==> src/rtl/booth_control.sv <==
// Radix-2 Booth multiplier sequencer: drives the external multiplicand/multiplier
// datapath through N check/add/shift iterations and registers the signed product.
module booth_control #(
  parameter int N = 8
) (
  input  logic           clk,
  input  logic           rst,
  input  logic           start,
  input  logic [1:0]     Q_LSB,
  input  logic [2*N-1:0] Y,
  output logic [4:0]     mult_control,
  output logic           ready,
  output logic           done,
  output logic [2*N-1:0] product
);

  localparam int            CW   = $clog2(N) + 1;
  localparam logic [CW-1:0] LAST = CW'(N - 1);

  typedef enum logic [2:0] {
    S_IDLE,
    S_LOAD,
    S_CHECK,
    S_ADD,
    S_SHIFT,
    S_DONE
  } state_e;

  // Bit positions inside mult_control, MSB first.
  localparam int LOAD_A  = 4;
  localparam int LOAD_B  = 3;
  localparam int LOAD_AD = 2;
  localparam int SHIFT   = 1;
  localparam int ADD_SUB = 0;

  state_e           state_q, state_d;
  logic [CW-1:0]    cnt_q, cnt_d;
  logic             add_q, add_d;
  logic             done_q, done_d;
  logic [2*N-1:0]   product_q, product_d;

  // NOTE: state registers use non-blocking assignments so every flop samples
  // the pre-edge value of its neighbours; reset is asynchronous so the
  // datapath controls drop the instant rst rises, not at the next edge.
  always_ff @(posedge clk or posedge rst) begin
    if (rst) begin
      state_q   <= S_IDLE;
      cnt_q     <= '0;
      add_q     <= 1'b0;
      done_q    <= 1'b0;
      product_q <= '0;
    end else begin
      state_q   <= state_d;
      cnt_q     <= cnt_d;
      add_q     <= add_d;
      done_q    <= done_d;
      product_q <= product_d;
    end
  end

  // NOTE: every signal driven here gets a default before the case statement,
  // otherwise a state that omits it would infer a latch.
  always_comb begin
    state_d      = state_q;
    cnt_d        = cnt_q;
    add_d        = add_q;
    done_d       = 1'b0;
    product_d    = product_q;
    mult_control = '0;
    ready        = 1'b0;

    case (state_q)
      S_IDLE: begin
        ready = 1'b1;
        if (start) state_d = S_LOAD;
      end
      S_LOAD: begin
        mult_control[LOAD_A] = 1'b1;
        mult_control[LOAD_B] = 1'b1;
        cnt_d                = '0;
        state_d              = S_CHECK;
      end
      S_CHECK: begin
        // Pair 01 adds the multiplicand, 10 subtracts it; 00/11 only shift.
        add_d   = (Q_LSB == 2'b01);
        state_d = (Q_LSB[1] ^ Q_LSB[0]) ? S_ADD : S_SHIFT;
      end
      S_ADD: begin
        mult_control[LOAD_AD] = 1'b1;
        mult_control[ADD_SUB] = add_q;
        state_d               = S_SHIFT;
      end
      S_SHIFT: begin
        mult_control[SHIFT] = 1'b1;
        cnt_d               = cnt_q + 1'b1;
        state_d             = (cnt_q == LAST) ? S_DONE : S_CHECK;
      end
      S_DONE: begin
        product_d = Y;
        done_d    = 1'b1;
        state_d   = S_IDLE;
      end
      default: state_d = S_IDLE;
    endcase
  end

  assign done    = done_q;
  assign product = product_q;

endmodule

==> config.mk <==
export PLATFORM = sky130hd
export DESIGN_NAME = booth_control
export DESIGN_NICKNAME = d
export VERILOG_FILES = /design/src/rtl/booth_control.sv
export SDC_FILE = /design/constraint.sdc
export NUM_CORES = 1
export LEC_CHECK = 0
export CAP_MARGIN = 20
export CORE_MARGIN = 2
export CORE_UTILIZATION = 35
export DETAILED_ROUTE_END_ITERATION = 8
export GPL_ROUTABILITY_DRIVEN = 0
export GPL_TIMING_DRIVEN = 0
export PLACE_DENSITY = 0.67
export SLEW_MARGIN = 25
export SYNTH_ARGS = -nofsm -noshare
export SYNTH_HDL_FRONTEND = slang
export SYNTH_SLANG_ARGS = --single-unit
==> constraint.sdc <==
create_clock -name clk -period 3.63 [get_ports clk]
set_clock_uncertainty 0.1 [all_clocks]
set_input_delay 0.363 -clock clk [delete_from_list [all_inputs] [get_ports clk]]
set_output_delay 0.363 -clock clk [all_outputs]
set_load 0.05 [all_outputs]
==> results.md <==
- The flow ran to the end, and the final reports show no timing, DRC or antenna violations.
- Global routing used between 10% and 20% of the available tracks.
- Summed over all failing endpoints, the final setup total negative slack is 0 ns.
- The worst setup path is captured at an output port.
- The number of endpoints with negative hold slack in the final report is 0.
- At the end of the flow, the number of nets in the layout was ~160.
- The area added between synthesis and finish is 46.16%.
- Clock-pin slew was measured on the worst setup and hold paths at roughly 0.13 ns.
- The total setup buffers inserted after CTS is 0.
- The launching element type of the critical path is a flop.
- A synthesized cell averages between 10 and 15 um2.
- The antenna diode count is 0.
- The leakage component of the power is approximately 0.7 nW.
- The top-level port count is 44.
- Measured against its own limit, the worst slew margin works out to a little over two fifths.
- TritonCTS built the clock tree.
- The sink count of the clock tree is 25.
- The combinational share of power is 61.5%.
- In this run the power density over the cells is roughly 950 nW/um2.
- The floorplan has 20 rows.
- The worst path required time is around 3.2 ns.
- The category of the most critical setup path is flop to output port.
- Entering global routing, the biggest net connects 26 pins.
- Summed over all instances, the cell type with the most area after synthesis is sky130_fd_sc_hd__dfrtp_1.
- In the post-synthesis netlist, the biggest area contributors are sky130_fd_sc_hd__dfrtp_1, sky130_fd_sc_hd__mux2_2, sky130_fd_sc_hd__ha_1.
- In this run the cell area measured after placement is 1594 um2.
- The CTS root buffer is sky130_fd_sc_hd__clkbuf_4.
- The cell count after synthesis came out at 84.
- The number of optimization iterations in the first detailed-route pass is 4.
- The die is approximately 60 um tall.
- The number of antenna-violating nets in the routed design is 0.
- In this run, distinct cell masters in the synthesized netlist total 28.
- Setup violations remaining at the end of the flow were counted as 0.
- The power share of the sequential group is 30.8%.
- For this run the aggregate overflow at the end of global routing stands at 0.
- In this run the worst path has a maximum fanout of 7.
- Dividing the detail-routed via count by the number of cells gives ~4.5.
- The power spent charging and discharging nets is about 0.73 mW.
- For this run, design rule violations remaining after detail routing come to 0.
- The die area is between 3000 and 4000 um2.
- The register bit total from synthesis is 25.
- The initial utilization of the core area, before any placement, comes to approximately 37%.
- CTS built an H-tree with a depth of 1.
- The final instance area is roughly 1600 um2.
- The transition time at the pin with the least slew margin is about 0.86 ns.
- The core area is 3028 um2.
- The proportion of layout cells with a drive suffix above 1 is ~22%.
- The top cell type by area accounts for between 50 and 60% of the synthesized area.
- The share of the yosys chip area belonging to registers is approximately 56%.
- The number of antenna violations at the first check in global routing is 0.
- The number of buffers on the longest clock path is 2.
- The clock buffer count from CTS is 3.
- Setup repair after global routing left no endpoint under its margin.
- The internal cell power is between 0.8 and 0.9 mW.
- For this block, the routed nets add up to 2.149 mm of wire.
- The via count of the first global-routing pass is a little over 800.
- The post-route minimum period is between 2 and 3 ns.
- The count of warnings emitted by yosys is 0.
- The total nets after synthesis is 107.
- The count of port buffers added during placement is 43.
- In this run, the number of DRC markers left after iteration 0 of detailed routing was 8.
- The data arrival time of the worst path is between 2 and 2.5 ns.
- The total via count after detailed routing is 792.
- The path type of the worst min-delay path is input pin to asynchronous set/reset pin.
- The post-synthesis instance area is around 1100 um2.
- The share of total power consumed by net switching is a little under half.
- VDD sags by at most 664.9 uV.
- Static timing analysis puts the maximum clock frequency at approximately 380 MHz.
- In the finished design, the share of the clock period the worst path needs comes to between 70% and 80%.
- The width of the die is 60.28 um.
- The clock latency reported for the late side of the worst-skew pair is around 0.31 ns.
- The final number of max-transition violations is 0.
- The routed wirelength normalized by instance count is between 10 and 15 um.
- The number of hold buffers added after CTS was 0.
- The power share of the clock group is approximately 7.7%.
- After legalization and detailed placement, the total HPWL measured around 1.7 mm.
- The first-pass GRT wire length is 3.532 mm.
- The count of instances resized after the clock tree is built is 0.
- Across the run, the number of max-cap violations was 0.
-- flip-flops by register name, summed over array words and instances (netlist names) --
signal	count
done	1
cnt_q	4
product	16
add_q	1
state_q	3
-- layout make-up --
type	count	area [um2]
plain buffers	4	37.54
multi-input cells	49	409.1
clock buffers	4	26.28
well taps	44	55.05
flip-flops and latches	25	625.6
inverters	6	36.28
repair buffers	43	430.4
fillers	271	1408
-- final timing paths --
| path | to | start | slack (ns) | cells after the start |
|---|---|---|---|---|
| worst max-delay path | mult_control[4] | state_q[2] | 0.98 | 4 |
| worst min-delay path | product[9] | rst | 0.32 | 2 |
| worst max register to register | product[14] | state_q[1] | 1.98 | 4 |
| worst min register to register | cnt_q[3] | cnt_q[3] | 0.38 | 1 |
| max in group asynchronous | product[2] | rst | 2.71 | 2 |
| min in group clk | cnt_q[3] | cnt_q[3] | 0.38 | 1 |
-- synth_stat cells --
| cell type | n |
|---|---|
| sky130_fd_sc_hd__dfrtp_1 | 25 |
| sky130_fd_sc_hd__mux2_2 | 17 |
| sky130_fd_sc_hd__inv_1 | 4 |
| sky130_fd_sc_hd__nand2_1 | 3 |
| sky130_fd_sc_hd__nand2b_1 | 3 |
| sky130_fd_sc_hd__nor2_1 | 3 |
| sky130_fd_sc_hd__buf_4 | 2 |
| sky130_fd_sc_hd__buf_6 | 2 |
| sky130_fd_sc_hd__ha_1 | 2 |
| sky130_fd_sc_hd__mux2i_1 | 2 |
| sky130_fd_sc_hd__nor3b_1 | 2 |
| sky130_fd_sc_hd__o21ai_0 | 2 |
| sky130_fd_sc_hd__or3b_1 | 2 |
| sky130_fd_sc_hd__a211o_1 | 1 |
| sky130_fd_sc_hd__a21o_1 | 1 |
| sky130_fd_sc_hd__a21oi_1 | 1 |
| sky130_fd_sc_hd__a22o_2 | 1 |
| sky130_fd_sc_hd__and2_1 | 1 |
| sky130_fd_sc_hd__and2b_1 | 1 |
| sky130_fd_sc_hd__and3b_1 | 1 |
| sky130_fd_sc_hd__clkinv_2 | 1 |
| sky130_fd_sc_hd__clkinv_8 | 1 |
| sky130_fd_sc_hd__nand2_2 | 1 |
| sky130_fd_sc_hd__nand3_1 | 1 |
| sky130_fd_sc_hd__nand4_1 | 1 |
| sky130_fd_sc_hd__nor2_2 | 1 |
| sky130_fd_sc_hd__nor3_1 | 1 |
| sky130_fd_sc_hd__o22ai_1 | 1 |
-- stage by stage --
stage | util [%] | hold slack, ns | power (mW) | std cells | setup WS (ns)
6_report | 53.51 | 0.3171 | 1.545 | 175 | 0.9809
5_1_grt | 53.51 | 0.3682 | 1.629 | 175 | 0.8681
4_1_cts | 53.51 | 0.3916 | 1.565 | 175 | 0.9580
3_5_place_dp | 52.64 | 0.3741 | 1.443 | 171 | 1.323
3_3_place_gp | 52.64 | 0.3646 | 1.421 | 171 | 1.337
2_1_floorplan | - | 0.2903 | 1.130 | 84 | 1.380
-- worst max-delay path, cell delays in order (launching register included) --
cell and delay (ns):
sky130_fd_sc_hd__dfrtp_1 0.46, sky130_fd_sc_hd__or3b_1 0.45, sky130_fd_sc_hd__clkinv_2 0.09, sky130_fd_sc_hd__buf_4 0.10, sky130_fd_sc_hd__clkdlybuf4s50_1 0.78
-- layer usage --
metal | vias up | part of all wire (%) | global-route usage (%)
met1 | 391 | 39 | 15.55
met3 | 2 | 4.0 | 3.247
met4 | 0 | 1.6 | 4.762
met2 | 20 | 55 | 22.83
li1 | 379 | - | -
met5 | - | 0 | 0
-- logic make-up (layout without fill, tap and decap cells) --
logic type | Yosys count | in the layout | share of synthesized area [%]
compound gates | 7 | 7 | 4.289
buf+inv | 10 | 57 | 6.658
fa+ha+maj | 2 | 2 | 2.257
mux | 19 | 19 | 19.07
flops | 25 | 25 | 56.43
simple gates | 21 | 21 | 11.29
-- cell usage in the layout (no fill, tap or decap), types with 2 or more instances in the layout --
master	count
sky130_fd_sc_hd__or3b_1	2
sky130_fd_sc_hd__buf_4	2
sky130_fd_sc_hd__mux2_2	17
sky130_fd_sc_hd__dfrtp_1	25
sky130_fd_sc_hd__inv_1	3
sky130_fd_sc_hd__clkbuf_4	3
sky130_fd_sc_hd__clkdlybuf4s50_1	43
sky130_fd_sc_hd__nand2b_1	3
sky130_fd_sc_hd__buf_6	2
sky130_fd_sc_hd__o21ai_0	2
sky130_fd_sc_hd__mux2i_1	2
sky130_fd_sc_hd__ha_1	2
sky130_fd_sc_hd__nor3b_1	2
sky130_fd_sc_hd__nand2_1	3
sky130_fd_sc_hd__nor2_1	3
-- power by group through the flow --
stage | Combinational [mW] | Sequential, mW | Clock (mW)
finish | 0.951 | 0.476 | 0.119
global route | 0.998 | 0.494 | 0.137
CTS | 0.963 | 0.477 | 0.125
detailed placement | 0.960 | 0.483 | 0
global placement | 0.947 | 0.474 | 0
floorplan | 0.329 | 0.802 | 0
Power figures use the tool's default switching activity.
